==> src/rtl/dram_cmd_scheduler_if.sv <==
// dram_cmd_scheduler_if: host request/response channel of the DRAM command scheduler
interface dram_cmd_scheduler_if;
  logic req_valid;
  logic req_ready;
  logic req_write;
  logic [9:0] req_row;
  logic [9:0] req_col;
  logic [31:0] req_wdata;
  logic rsp_valid;
  logic rsp_write;
  logic [31:0] rsp_rdata;
  logic [1:0] rsp_error;
  modport master (
    output req_valid, req_write, req_row, req_col, req_wdata,
    input req_ready, rsp_valid, rsp_write, rsp_rdata, rsp_error
  );
  modport slave (
    input req_valid, req_write, req_row, req_col, req_wdata,
    output req_ready, rsp_valid, rsp_write, rsp_rdata, rsp_error
  );
endinterface

==> src/rtl/dram_cmd_scheduler.sv <==
// dram_cmd_scheduler: FIFO-buffered host front-end serialising reads, writes and refreshes into DRAM array opcode pulses
module dram_cmd_scheduler #(
  parameter int FIFO_DEPTH = 4,
  parameter int REF_INTERVAL = 64,
  parameter logic [7:0] TEMP_HOT = 8'd85,
  parameter int RD_LAT = 1
) (
  input logic clk,
  input logic rst,
  dram_cmd_scheduler_if.slave host,
  input logic [7:0] temp_in,
  output logic [1:0] opcode,
  output logic [9:0] row,
  output logic [9:0] column,
  output logic [31:0] data_in,
  output logic [7:0] temp,
  input logic [31:0] mem_data_out,
  input logic [1:0] mem_error,
  output logic busy,
  output logic [15:0] refresh_cnt
);
  localparam int AW = $clog2(FIFO_DEPTH);
  localparam int CW = AW + 1;
  localparam int TW = $clog2(REF_INTERVAL);
  localparam int LW = $clog2(RD_LAT + 1);
  localparam logic [1:0] OP_RD = 2'b01;
  localparam logic [1:0] OP_WR = 2'b10;
  localparam logic [1:0] OP_REF = 2'b11;
  typedef enum logic [2:0] {IDLE, ISSUE, GAP, WAIT_RD, RESP} state_t;
  state_t state_q, state_d;
  logic [52:0] fifo_q [FIFO_DEPTH];
  logic [52:0] head;
  logic [AW-1:0] wr_ptr_q, wr_ptr_d, rd_ptr_q, rd_ptr_d;
  logic [CW-1:0] cnt_q, cnt_d;
  logic [TW-1:0] timer_q, timer_d;
  logic ref_pending_q, ref_pending_d;
  logic [LW-1:0] wait_q, wait_d;
  logic [1:0] cmd_q, cmd_d, opcode_q, opcode_d;
  logic [9:0] row_q, row_d, col_q, col_d;
  logic [31:0] data_q, data_d, rsp_rdata_q, rsp_rdata_d;
  logic [7:0] temp_q, temp_d;
  logic rsp_valid_q, rsp_valid_d, rsp_write_q, rsp_write_d;
  logic [1:0] rsp_error_q, rsp_error_d;
  logic [15:0] ref_cnt_q, ref_cnt_d;
  logic push, pop, take_ref, capture;
  assign host.req_ready = cnt_q != CW'(FIFO_DEPTH);
  always_comb begin
    head = fifo_q[rd_ptr_q];
    push = host.req_valid && host.req_ready;
    take_ref = state_q == IDLE && ref_pending_q;
    pop = state_q == IDLE && !ref_pending_q && cnt_q != '0;
    state_d = state_q;
    cmd_d = cmd_q;
    opcode_d = 2'b00;
    wait_d = wait_q;
    capture = 1'b0;
    ref_cnt_d = ref_cnt_q;
    case (state_q)
      IDLE: begin
        state_d = take_ref || pop ? ISSUE : IDLE;
        cmd_d = take_ref ? OP_REF : head[52] ? OP_WR : OP_RD;
        opcode_d = take_ref || pop ? cmd_d : 2'b00;
      end
      ISSUE: state_d = GAP;
      GAP: begin
        capture = cmd_q == OP_WR || (cmd_q == OP_RD && RD_LAT == 1);
        state_d = cmd_q == OP_REF ? IDLE : capture ? RESP : WAIT_RD;
        ref_cnt_d = ref_cnt_q + 16'(cmd_q == OP_REF);
        wait_d = LW'(RD_LAT > 1 ? RD_LAT - 2 : 0);
      end
      WAIT_RD: begin
        capture = wait_q == '0;
        state_d = capture ? RESP : WAIT_RD;
        wait_d = wait_q - LW'(!capture);
      end
      RESP: state_d = IDLE;
      default: state_d = IDLE;
    endcase
    row_d = pop ? head[51:42] : row_q;
    col_d = pop ? head[41:32] : col_q;
    data_d = pop ? head[31:0] : data_q;
    temp_d = take_ref ? temp_in : temp_q;
    rsp_valid_d = capture;
    rsp_write_d = capture ? cmd_q == OP_WR : rsp_write_q;
    rsp_rdata_d = capture ? (cmd_q == OP_WR ? 32'h0 : mem_data_out) : rsp_rdata_q;
    rsp_error_d = capture ? mem_error : rsp_error_q;
    // the timer parks at zero so a refresh deferred behind a host command is not lost
    timer_d = take_ref ? (temp_in >= TEMP_HOT ? TW'(REF_INTERVAL / 2 - 1) : TW'(REF_INTERVAL - 1))
            : timer_q == '0 ? timer_q : timer_q - TW'(1);
    ref_pending_d = !take_ref && (ref_pending_q || timer_q <= TW'(1));
    wr_ptr_d = wr_ptr_q + AW'(push);
    rd_ptr_d = rd_ptr_q + AW'(pop);
    cnt_d = cnt_q + CW'(push) - CW'(pop);
  end
  always_ff @(posedge clk) begin
    if (push) fifo_q[wr_ptr_q] <= {host.req_write, host.req_row, host.req_col, host.req_wdata};
  end
  always_ff @(posedge clk) begin
    if (rst) begin
      state_q <= IDLE;
      wr_ptr_q <= '0;
      rd_ptr_q <= '0;
      cnt_q <= '0;
      timer_q <= TW'(REF_INTERVAL - 1);
      ref_pending_q <= 1'b0;
      wait_q <= '0;
      cmd_q <= 2'b00;
      opcode_q <= 2'b00;
      row_q <= '0;
      col_q <= '0;
      data_q <= '0;
      temp_q <= '0;
      rsp_valid_q <= 1'b0;
      rsp_write_q <= 1'b0;
      rsp_rdata_q <= '0;
      rsp_error_q <= '0;
      ref_cnt_q <= '0;
    end else begin
      state_q <= state_d;
      wr_ptr_q <= wr_ptr_d;
      rd_ptr_q <= rd_ptr_d;
      cnt_q <= cnt_d;
      timer_q <= timer_d;
      ref_pending_q <= ref_pending_d;
      wait_q <= wait_d;
      cmd_q <= cmd_d;
      opcode_q <= opcode_d;
      row_q <= row_d;
      col_q <= col_d;
      data_q <= data_d;
      temp_q <= temp_d;
      rsp_valid_q <= rsp_valid_d;
      rsp_write_q <= rsp_write_d;
      rsp_rdata_q <= rsp_rdata_d;
      rsp_error_q <= rsp_error_d;
      ref_cnt_q <= ref_cnt_d;
    end
  end
  assign opcode = opcode_q;
  assign row = row_q;
  assign column = col_q;
  assign data_in = data_q;
  assign temp = temp_q;
  assign host.rsp_valid = rsp_valid_q;
  assign host.rsp_write = rsp_write_q;
  assign host.rsp_rdata = rsp_rdata_q;
  assign host.rsp_error = rsp_error_q;
  assign refresh_cnt = ref_cnt_q;
  assign busy = state_q != IDLE || cnt_q != '0;
endmodule

==> src/flat_wrapper.sv <==
// flat-port wrapper written by rule: the top's interface ports become plain ports
module dram_cmd_scheduler_flat 
#(
  parameter int FIFO_DEPTH = 4,
  parameter int REF_INTERVAL = 64,
  parameter logic [7:0] TEMP_HOT = 8'd85,
  parameter int RD_LAT = 1
)
  (clk, rst, temp_in, opcode, row, column, data_in, temp, mem_data_out, mem_error, busy, refresh_cnt, host_req_valid, host_req_write, host_req_row, host_req_col, host_req_wdata, host_req_ready, host_rsp_valid, host_rsp_write, host_rsp_rdata, host_rsp_error);
  dram_cmd_scheduler_if host_i ();
  input logic clk;
  input logic rst;
  input logic [7:0] temp_in;
  output logic [1:0] opcode;
  output logic [9:0] row;
  output logic [9:0] column;
  output logic [31:0] data_in;
  output logic [7:0] temp;
  input logic [31:0] mem_data_out;
  input logic [1:0] mem_error;
  output logic busy;
  output logic [15:0] refresh_cnt;
  input wire logic [$bits(host_i.req_valid)-1:0] host_req_valid;
  input wire logic [$bits(host_i.req_write)-1:0] host_req_write;
  input wire logic [$bits(host_i.req_row)-1:0] host_req_row;
  input wire logic [$bits(host_i.req_col)-1:0] host_req_col;
  input wire logic [$bits(host_i.req_wdata)-1:0] host_req_wdata;
  output wire logic [$bits(host_i.req_ready)-1:0] host_req_ready;
  output wire logic [$bits(host_i.rsp_valid)-1:0] host_rsp_valid;
  output wire logic [$bits(host_i.rsp_write)-1:0] host_rsp_write;
  output wire logic [$bits(host_i.rsp_rdata)-1:0] host_rsp_rdata;
  output wire logic [$bits(host_i.rsp_error)-1:0] host_rsp_error;
  assign host_i.req_valid = host_req_valid;
  assign host_i.req_write = host_req_write;
  assign host_i.req_row = host_req_row;
  assign host_i.req_col = host_req_col;
  assign host_i.req_wdata = host_req_wdata;
  assign host_req_ready = host_i.req_ready;
  assign host_rsp_valid = host_i.rsp_valid;
  assign host_rsp_write = host_i.rsp_write;
  assign host_rsp_rdata = host_i.rsp_rdata;
  assign host_rsp_error = host_i.rsp_error;
  dram_cmd_scheduler #(.FIFO_DEPTH(FIFO_DEPTH), .REF_INTERVAL(REF_INTERVAL), .TEMP_HOT(TEMP_HOT), .RD_LAT(RD_LAT)) u_core (.clk(clk), .rst(rst), .host(host_i), .temp_in(temp_in), .opcode(opcode), .row(row), .column(column), .data_in(data_in), .temp(temp), .mem_data_out(mem_data_out), .mem_error(mem_error), .busy(busy), .refresh_cnt(refresh_cnt));
endmodule
==> config.mk <==
export PLATFORM = sky130hd
export DESIGN_NAME = dram_cmd_scheduler_flat
export DESIGN_NICKNAME = d
export VERILOG_FILES = /design/src/rtl/dram_cmd_scheduler_if.sv /design/src/rtl/dram_cmd_scheduler.sv /design/src/flat_wrapper.sv
export SDC_FILE = /design/constraint.sdc
export NUM_CORES = 1
export LEC_CHECK = 0
export BUFFER_PORTS_ARGS = -buffer_cell sky130_fd_sc_hd__buf_4
export CAP_MARGIN = 20
export CORE_AREA = 2 2 151 168
export DETAILED_ROUTE_END_ITERATION = 16
export DIE_AREA = 0 0 153 170
export PLACE_DENSITY = 0.8
export SLEW_MARGIN = 20
export SYNTH_ARGS = -nofsm -noshare
export SYNTH_HDL_FRONTEND = slang
export SYNTH_SLANG_ARGS = --single-unit
==> constraint.sdc <==
create_clock -name clk -period 8 [get_ports clk]
set_clock_uncertainty 0.2 [all_clocks]
set_input_delay 0.4 -clock clk [delete_from_list [all_inputs] [get_ports clk]]
set_output_delay 0.4 -clock clk [all_outputs]
set_load 0.02 [all_outputs]
==> impl_metrics.toml, run 1 <==
[synthesis]
synthCells = 901
ys.flop_type = "edfxtp_1"
synth_commonest_cells = "212 x edfxtp_1, 133 x dfxtp_1, 123 x nand2_1"
ys_ff_latch = 345
async_reset_ff_share_pct = 0
synthesis.nets = 1011
syn_area_um2 = 13200
synth_cell_types = 47
synth_edf_count = 212
synthTopCellsByArea = "edfxtp_1 48%, dfxtp_1 20%, mux4_2 9.0%"
netlist.area_leader.share_pct = 48.2
synth_most_common_cell = "edfxtp_1"
ys_seq_area_share_pct = 68.4
synth_warnings = 0
synth_top_cell_by_area = "edfxtp_1"
syn_area_per_cell_um2 = 14.7

[cts]
cts.sinks = 345
cts_resized = 0
clk_pin_slew_worst_paths_ns = 0.06
cts-buffers-inserted = 35
cts_tree = "yes"
root_buffer = "clkbuf_16"
cts_htree_levels = 2
cts_buffer_depth = 3
insertion_delay_ns = 0.50

[finish]
layoutNonFillerInstCount = 1543
drive_gt1_share_pct = 35.6
nNetsFinal = 1314
syn2layout_area_growth_pct = 29.6
final_cell_area_um2 = 17100

[worst_setup_path]
slowest_stage = "or3_1"
critPathArrivalTime_ns = 3.91
path_class = "reg -> reg"
endpoint_kind = "flop"
path_buf_inv = 3
cp-start-kind = "flop"
cp_slowest_stage_delay_ns = 0.51
cp_top_family = "simple AND/OR/NAND/NOR gates"
required_ns = 8.15
cp_max_fo = 54
path_cells = "or3_1 -> or3_2 -> buf_4 -> inv_12 -> ha_1 -> inv_1 -> ha_1 -> fa_1 -> xnor2_1 -> xnor2_1 -> nor2_1"

[timing]
fmax_mhz = 266
final-hold-violation-count = 0
relSlewSlack_pct = 38.6
tightest_slew_ns = 0.921
fin_crit_sh_pct = 47.0
finalSetupTns_ns = 0
fin_ws_ns = 4.24
fin_crit_ns = 3.76
whs_ns = 0.143
rsz0062_at_grt = "no"
final_max_slew_viol_count = 0
setup_viol = 0

[die]
die_area_um2 = 26000
rows = 60
pin_count = 214
start_util_pct = 54.4
dieWidth_um = 153
die_y_um = 170
core-area_um2 = 24200

[place]
pre_cts_slack_ns = 4.25
io_buffers = 213
placed_cells = 1382
place_area_um2 = 15000
gp_congestion = 0.780
place_hpwl_um = 16000

[detailed_routing]
vias = 8265
drt-total-wl_um = 27800
drtIter0Drc = 423
wl_per_cell_um = 18.0
firstDrtPassIters = 5
via_per_inst = 5.36
drc = 0
ant_nets = 0

[global_route]
grt_first_pass_wirelength_um = 43900
grt_pass1_vias = 8463
track_usage_pct = 21.2
grt_max_degree = 76
globalRouteOverflowTotal = 0
antenna_found_initial = 2

[job]
drv_cap = 0

[power]
leakage_nw = 6.13
irDropWorstVdd_mv = 0.254
p_per_area_nw_per_um2 = 330

[run_status]
outcome = "finished clean"

[worst_hold_path]
hold_class = "in -> reg"
[routing by layer]
| layer | up-vias | global-route usage [%] | share of wire (%) |
|---|---|---|---|
| met5 | - | 0 | 0 |
| met4 | 0 | 6.12 | 2.0 |
| met3 | 47 | 4.10 | 5.2 |
| met2 | 237 | 37.6 | 51 |
| met1 | 4090 | 26.6 | 41 |
| li1 | 3891 | - | - |
[report_power, final]
part / total, W / internal, W / switching (W) / leakage, nW
sequential: 0.00235 / 0.00219 / 0.000158 / 3.03
combinational: 0.00168 / 0.000708 / 0.000976 / 2.55
clock: 0.00162 / 0.000975 / 0.000647 / 0.553
[worst reg2reg max path, stage by stage, from the launching register on]
cell and delay (ns):
dfxtp_1 0.38, or3_1 0.51, or3_2 0.48, buf_4 0.36, inv_12 0.40, ha_1 0.25
inv_1 0.04, ha_1 0.19, fa_1 0.39, xnor2_1 0.22, xnor2_1 0.15, nor2_1 0.05
[state kept, by name, indices dropped and copies added, names as in the netlist]
name / count
u_core.host.rsp_write: 1
u_core.host.rsp_valid: 1
u_core.timer_q: 6
u_core.host.rsp_error: 2
u_core.opcode: 2
u_core.state_q: 3
u_core.refresh_cnt: 16
u_core.column: 10
u_core.fifo_q: 212
u_core.cmd_q: 2
u_core.data_in: 32
u_core.row: 10
u_core.host.rsp_rdata: 32
u_core.cnt_q: 3
u_core.rd_ptr_q: 2
u_core.temp: 8
u_core.wr_ptr_q: 2
u_core.ref_pending_q: 1
[stage by stage]
stage / utilization, % / power (W)
floorplan: - / 0.00360
global placement: 61.8 / 0.00400
detailed placement: 61.8 / 0.00404
CTS: 70.5 / 0.00571
global route: 70.6 / 0.00592
finish: 70.6 / 0.00565
[cell usage in the layout (no fill, tap or decap), drive strengths merged, types with 4 or more instances in the layout]
cell type / n
dfxtp: 133
nor2: 33
buf: 224
clkbuf: 43
and3: 4
a21oi: 99
or3: 4
nand2: 172
dlygate4sd3: 95
nand3: 7
ha: 11
nor2b: 5
nor4: 4
bufinv: 4
clkinv: 12
xnor2: 15
nand4: 4
edfxtp: 212
nor3: 13
mux4: 53
inv: 12
nand3b: 33
clkinvlp: 4
[worst paths after layout]
path / from / end / slack, ns / cells past startpoint
setup / recovery: u_core.state_q[0] / u_core.cnt_q[2] / 4.24 / 11
hold / removal: rst / u_core.refresh_cnt[3] / 0.14 / 2
setup reg to reg: u_core.state_q[0] / u_core.cnt_q[2] / 4.24 / 11
hold reg to reg: u_core.host.rsp_rdata[22] / u_core.host.rsp_rdata[22] / 0.25 / 2
[logic make-up after synthesis]
kind of cell	after synthesis	synth area share [%]
flip-flops	345	68.4
XOR/XNOR	18	1.19
AO/OA/AOI/OAI	112	5.87
buffers and inverters	65	2.77
multiplexers	58	9.45
AND/OR/NAND/NOR	291	11.1
adder cells (fa/ha/maj)	12	1.19
[final cells by class]
class	count	area (um^2)
Clock inverter	20	210
Multi-Input combinational cell	491	3830
Sequential cell	345	9030
Inverter	12	57.6
Antenna cell	3	7.51
Tap cell	310	388
Clock buffer	43	948
Fill cell	1515	7140
Timing Repair Buffer	319	2640
[repair_timing]
action / CTS / global route
hold buffers: 95 / 0
buffers inserted: 0 / 0
hold endpoints to repair: 254 / 0
(Power assumes the default switching activity.)
==> inputs of run 2 (changes only) <==
clock period = 3.5 ns   (was 8 ns; I/O delays follow)
==> run 2 against run 1 <==
Net effect:
- cell area hardly changed
- first-iteration DRC count is 28% higher
- critical path depth fell by 1
- global-route usage increased by 0.62 points
- largest power group unchanged
==> impl_metrics.toml, run 2 (synthesis results as in run 1) <==
[global_route]
grt_busiest_layer = "met2"
grtUsageMet3_pct = 4.76
gr-usage-met1_pct = 27.8
globalRouteOverflowTotal = 0
track_usage_pct = 21.8
grt_pass1_vias = 8430
grt_first_pass_wirelength_um = 44800
grt_max_degree = 61
antenna_found_initial = 2
met2_usage_pct = 38.1

[worst_hold_path]
hold_class = "in -> reg"
holdPathEnd = "u_core.refresh_cnt[13]"
min_from = "rst"
min_path_cells = 2

[finish]
largest_reg_flops = 212
multi_input_area_um2 = 3840
nNetsFinal = 1319
regArea_um2 = 9030
fill_cells = 1539
final_common_cell = "buf_4"
syn2layout_area_growth_pct = 29.5
final_cell_mix = "227 x buf_4, 212 x edfxtp_1, 131 x dfxtp_1"
layoutNonFillerInstCount = 1546
drive_gt1_share_pct = 35.6
largest_register = "u_core.fifo_q"

[worst_setup_path]
cp_slowest_stage_delay_ns = 0.59
endpoint_kind = "flop"
cp_max_fo = 9
path_cells = "or3_1 -> or3_2 -> inv_12 -> ha_1 -> inv_1 -> ha_1 -> fa_1 -> xnor2_1 -> xnor2_1 -> nor2_1"
required_ns = 3.66
r2r_end = "u_core.cnt_q[2]"
r2r-start = "u_core.state_q[0]"
path_class = "reg -> reg"
critPathArrivalTime_ns = 3.20
cp-start-kind = "flop"
slowest_stage = "or3_2"
r2r_slack_ns = 0.47
ff2ff_path_depth = 10

[detailed_routing]
firstDrtPassIters = 4
drtIter0Drc = 541
drc = 0
via_per_inst = 5.42
drt-total-wl_um = 28400
wl_per_cell_um = 18.4
ant_nets = 0
vias = 8386

[die]
die_y_um = 170
die_area_um2 = 26000
rows = 60
core-area_um2 = 24200
start_util_pct = 54.4
dieWidth_um = 153
pin_count = 214

[timing]
fin_crit_ns = 3.03
finalSetupTns_ns = 0
relSlewSlack_pct = 36.1
final_max_slew_viol_count = 0
rsz0062_at_grt = "no"
setup_viol = 0
fin_crit_sh_pct = 86.7
final-hold-violation-count = 0
tightest_slew_ns = 0.958
fmax_mhz = 330

[job]
drv_cap = 0

[power]
irDropWorstVdd_mv = 0.637
p_per_area_nw_per_um2 = 745
leakage_nw = 6.14

[cts]
cts_htree_levels = 2
cts_hold_buf = 95
clk_pin_slew_worst_paths_ns = 0.06
root_buffer = "clkbuf_16"
cts_buffer_depth = 3
cts-buffers-inserted = 34
cts.sinks = 345
cts_tree = "yes"
cts_resized = 0
postCtsSetupBuffers = 0
insertion_delay_ns = 0.50

[place]
place_hpwl_um = 16600
gp_congestion = 0.820
placed_cells = 1388
io_buffers = 213

[run_status]
outcome = "finished clean"
[run 2: cell count changes in the layout (fill, tap and decap cells not counted), sizes merged]
cell      change
buf           +6
clkbuf        +6
bufinv        -3
clkinv        -3
clkinvlp      -3
diode         -1
inv           +1
[run 2: worst max-delay path by stage]
stage / from / endpoint / slack [ns] / cells after the start
after CTS: u_core.state_q[0] / u_core.cnt_q[2] / 0.45 / 10
final: u_core.state_q[0] / u_core.cnt_q[2] / 0.47 / 10
after floorplan: u_core.cnt_q[1] / u_core.fifo_q[1][0] / -0.01 / 4
after global routing: u_core.state_q[0] / u_core.cnt_q[2] / 0.33 / 10
after global placement: u_core.state_q[0] / u_core.cnt_q[2] / 0.56 / 10
after detailed placement: u_core.state_q[0] / u_core.cnt_q[2] / 0.49 / 10
[run 2: cell type report]
type / instances / area share (%)
flip-flops and latches: 345 / 52.8
multi-input cells: 491 / 22.5
repair buffers: 325 / 15.9
clock buffers: 49 / 5.67
well taps: 310 / 2.27
clock inverters: 12 / 0.498
inverters: 12 / 0.337
diodes: 2 / 0.0293
[run 2: where the power goes]
group	internal [W]	total [W]	switching, W	leakage, nW
Clock	0.00200	0.00343	0.00143	0.517
Combinational	0.00166	0.00389	0.00222	2.60
Sequential	0.00500	0.00541	0.000413	3.03
[run 2: worst max-delay path, delay by kind of cell (launching register included)]
kind | cells | cell delay (ns)
DFF | 1 | 0.38
xor gates and xnor gates | 2 | 0.35
buffers and inverters | 2 | 0.12
adders and majority gates | 3 | 0.71
and+or+nand+nor | 3 | 1.16
[run 2: per-stage QoR]
step | setup WS, ns | instance area, um^2 | hold WS, ns | power [W] | utilization [%]
6_report | 0.466 | 17100 | 0.0494 | 0.0127 | 70.5
5_1_grt | 0.325 | 17100 | 0.0644 | 0.0134 | 70.5
4_1_cts | 0.453 | 17100 | 0.0529 | 0.0129 | 70.5
3_5_place_dp | 0.489 | 15100 | 0.178 | 0.00934 | 62.2
3_3_place_gp | 0.561 | 15100 | 0.175 | 0.00923 | 62.2
2_1_floorplan | -0.0104 | 13200 | 0.0739 | 0.00821 | -
[run 2: metal layers]
layer | vias to the layer above | part of all wire, %
li1 | 3913 | -
met1 | 4186 | 41
met2 | 245 | 51
met3 | 42 | 6.0
met4 | 0 | 1.9
met5 | - | 0
==> inputs of run 3 (changes only) <==
--- a/config.mk
+++ b/config.mk
@@ -8,8 +8,8 @@
 export BUFFER_PORTS_ARGS = -buffer_cell sky130_fd_sc_hd__buf_4
 export CAP_MARGIN = 20
-export CORE_AREA = 2 2 151 168
+export CORE_AREA = 2 2 158 176
 export DETAILED_ROUTE_END_ITERATION = 16
-export DIE_AREA = 0 0 153 170
-export PLACE_DENSITY = 0.8
+export DIE_AREA = 0 0 160 178
+export PLACE_DENSITY = 0.74
 export SLEW_MARGIN = 20
 export SYNTH_ARGS = -nofsm -noshare
==> constraint.sdc (replaced) <==
create_clock -name clk -period 3.5 [get_ports clk]
set_clock_uncertainty 0.2 [all_clocks]
set_input_delay 0.175 -clock clk [delete_from_list [all_inputs] [get_ports clk]]
set_output_delay 0.175 -clock clk [all_outputs]
set_load 0.1 [all_outputs]
==> run 3 against run 2 <==
Net effect:
- setup slack improved by 0.050 ns
- sequential power barely moved
- register-to-register slack improved by 0.05 ns
- core utilization fell by 3.8 points
- global-route usage fell by 0.95 points
- routed wire length rose by 4.9%
- flip-flop and latch count did not move
- first-iteration DRC count rose by 32%
- sequential share of layout area fell by 2.0 points
- combinational power rose by 58%
- worst hold slack improved by 0.11 ns
- critical endpoint unchanged
==> impl_metrics.toml, run 3 (synthesis results as in run 1) <==
[power]
p_per_area_nw_per_um2 = 865
power.switching_w = 0.00630
p_comb_share_pct = 39.9
leakage_nw = 6.52
p_clk_share_pct = 24.9
total_power_w = 0.0154
seqPwrFrac_pct = 35.2
irDropWorstVdd_mv = 0.680
p_int_w = 0.00907
sw_frac_of_total_pct = 41.0

[timing]
finalSetupTns_ns = 0
rsz0062_at_grt = "no"
final_max_slew_viol_count = 0
fin_crit_ns = 2.98
relSlewSlack_pct = 34.0
final-hold-violation-count = 0
fin_crit_sh_pct = 85.3
setup_viol = 0
fmax_mhz = 335
whs_ns = 0.157
tightest_slew_ns = 0.991

[die]
dieWidth_um = 160
start_util_pct = 49.6
die_y_um = 178
die_area_um2 = 28500
core-area_um2 = 26600
rows = 63
pin_count = 214

[detailed_routing]
ant_nets = 0
drc = 0
via_per_inst = 5.13
vias = 8405
firstDrtPassIters = 7
drt-total-wl_um = 29800
drtIter0Drc = 712
wl_per_cell_um = 18.2

[worst_setup_path]
cp-start-kind = "flop"
path_class = "reg -> reg"
r2r_slack_ns = 0.52
ff2ff_path_depth = 10
r2r_end = "u_core.cnt_q[2]"
path_cells = "or3_1 -> or3_2 -> inv_12 -> ha_1 -> inv_1 -> ha_1 -> fa_1 -> xnor2_1 -> xnor2_1 -> nor2_1"
slowest_stage = "or3_2"
required_ns = 3.67
cp_slowest_stage_delay_ns = 0.59
cp_max_fo = 9
r2r-start = "u_core.state_q[0]"
endpoint_kind = "flop"
critPathArrivalTime_ns = 3.16

[finish]
final_common_cell = "buf_4"
final_cell_area_um2 = 17800
syn2layout_area_growth_pct = 34.5
drive_gt1_share_pct = 35.1
largest_reg_flops = 212
final_cell_mix = "224 x buf_4, 212 x edfxtp_1, 138 x dlygate4sd3_1"
nNetsFinal = 1364
fill_cells = 1848
multi_input_area_um2 = 3840
regArea_um2 = 9030
largest_register = "u_core.fifo_q"
final_util_pct = 66.7

[global_route]
track_usage_pct = 20.8
grt_first_pass_wirelength_um = 46900
globalRouteOverflowTotal = 0
grt_max_degree = 68
antenna_found_initial = 1
grt_pass1_vias = 8735

[worst_hold_path]
hold_class = "in -> reg"
min_path_cells = 5
holdPathEnd = "u_core.cnt_q[0]"
min_from = "host_req_valid"

[cts]
cts_tree = "yes"
postCtsSetupBuffers = 0
root_buffer = "clkbuf_16"
cts_htree_levels = 2
insertion_delay_ns = 0.50
cts_buffer_depth = 3
cts-buffers-inserted = 36
cts_hold_buf = 138
cts.sinks = 345
cts_resized = 0
clk_pin_slew_worst_paths_ns = 0.06

[job]
drv_cap = 0

[run_status]
outcome = "finished clean"

[place]
gp_congestion = 0.786
io_buffers = 213
place_area_um2 = 15200
place_hpwl_um = 16500
==> run 3: power groups by stage <==
stage,Sequential [W],Clock [W],Combinational (W)
6_report,0.00541,0.00383,0.00613
5_1_grt,0.00549,0.00409,0.00644
4_1_cts,0.00541,0.00392,0.00616
3_5_place_dp,0.00549,0,0.00600
3_3_place_gp,0.00546,0,0.00593
2_1_floorplan,0.00776,0,0.00257
==> run 3: area by class of cell <==
cell class | instances | area share (%)
antenna | 1 | 0.0141
clock buffer | 48 | 5.64
clock inverter | 17 | 1.15
inverter | 12 | 0.324
multi-input combinational | 491 | 21.6
sequential | 345 | 50.9
tap | 357 | 2.51
timing repair buffer | 368 | 17.9
==> run 3: layer usage <==
metal / share of wire [%] / GRT usage [%]
met5: 0 / 0
met4: 1.9 / 5.29
met3: 5.8 / 3.93
met2: 52 / 37.2
met1: 41 / 26.4
==> run 3: worst max path at each step <==
stage	startpoint	end	depth (start not counted)
global placement	u_core.state_q[0]	u_core.cnt_q[2]	10
floorplan	u_core.cnt_q[1]	u_core.fifo_q[3][0]	5
finish	u_core.state_q[0]	u_core.cnt_q[2]	10
detailed placement	u_core.state_q[0]	u_core.cnt_q[2]	10
CTS	u_core.state_q[0]	u_core.cnt_q[2]	10
global route	u_core.state_q[1]	u_core.cnt_q[2]	10
==> run 3: critical path, delay by kind of cell (launching register included) <==
family / cells / cell delay [ns]
buf+inv: 2 / 0.12
flops: 1 / 0.37
xor+xnor: 2 / 0.33
fa+ha+maj: 3 / 0.70
simple gates: 3 / 1.15
==> run 3: metrics by stage <==
step | setup slack (ns) | std cells
2_1_floorplan | 0.00267 | 901
3_3_place_gp | 0.547 | 1435
3_5_place_dp | 0.501 | 1435
4_1_cts | 0.504 | 1638
5_1_grt | 0.336 | 1639
6_report | 0.516 | 1639
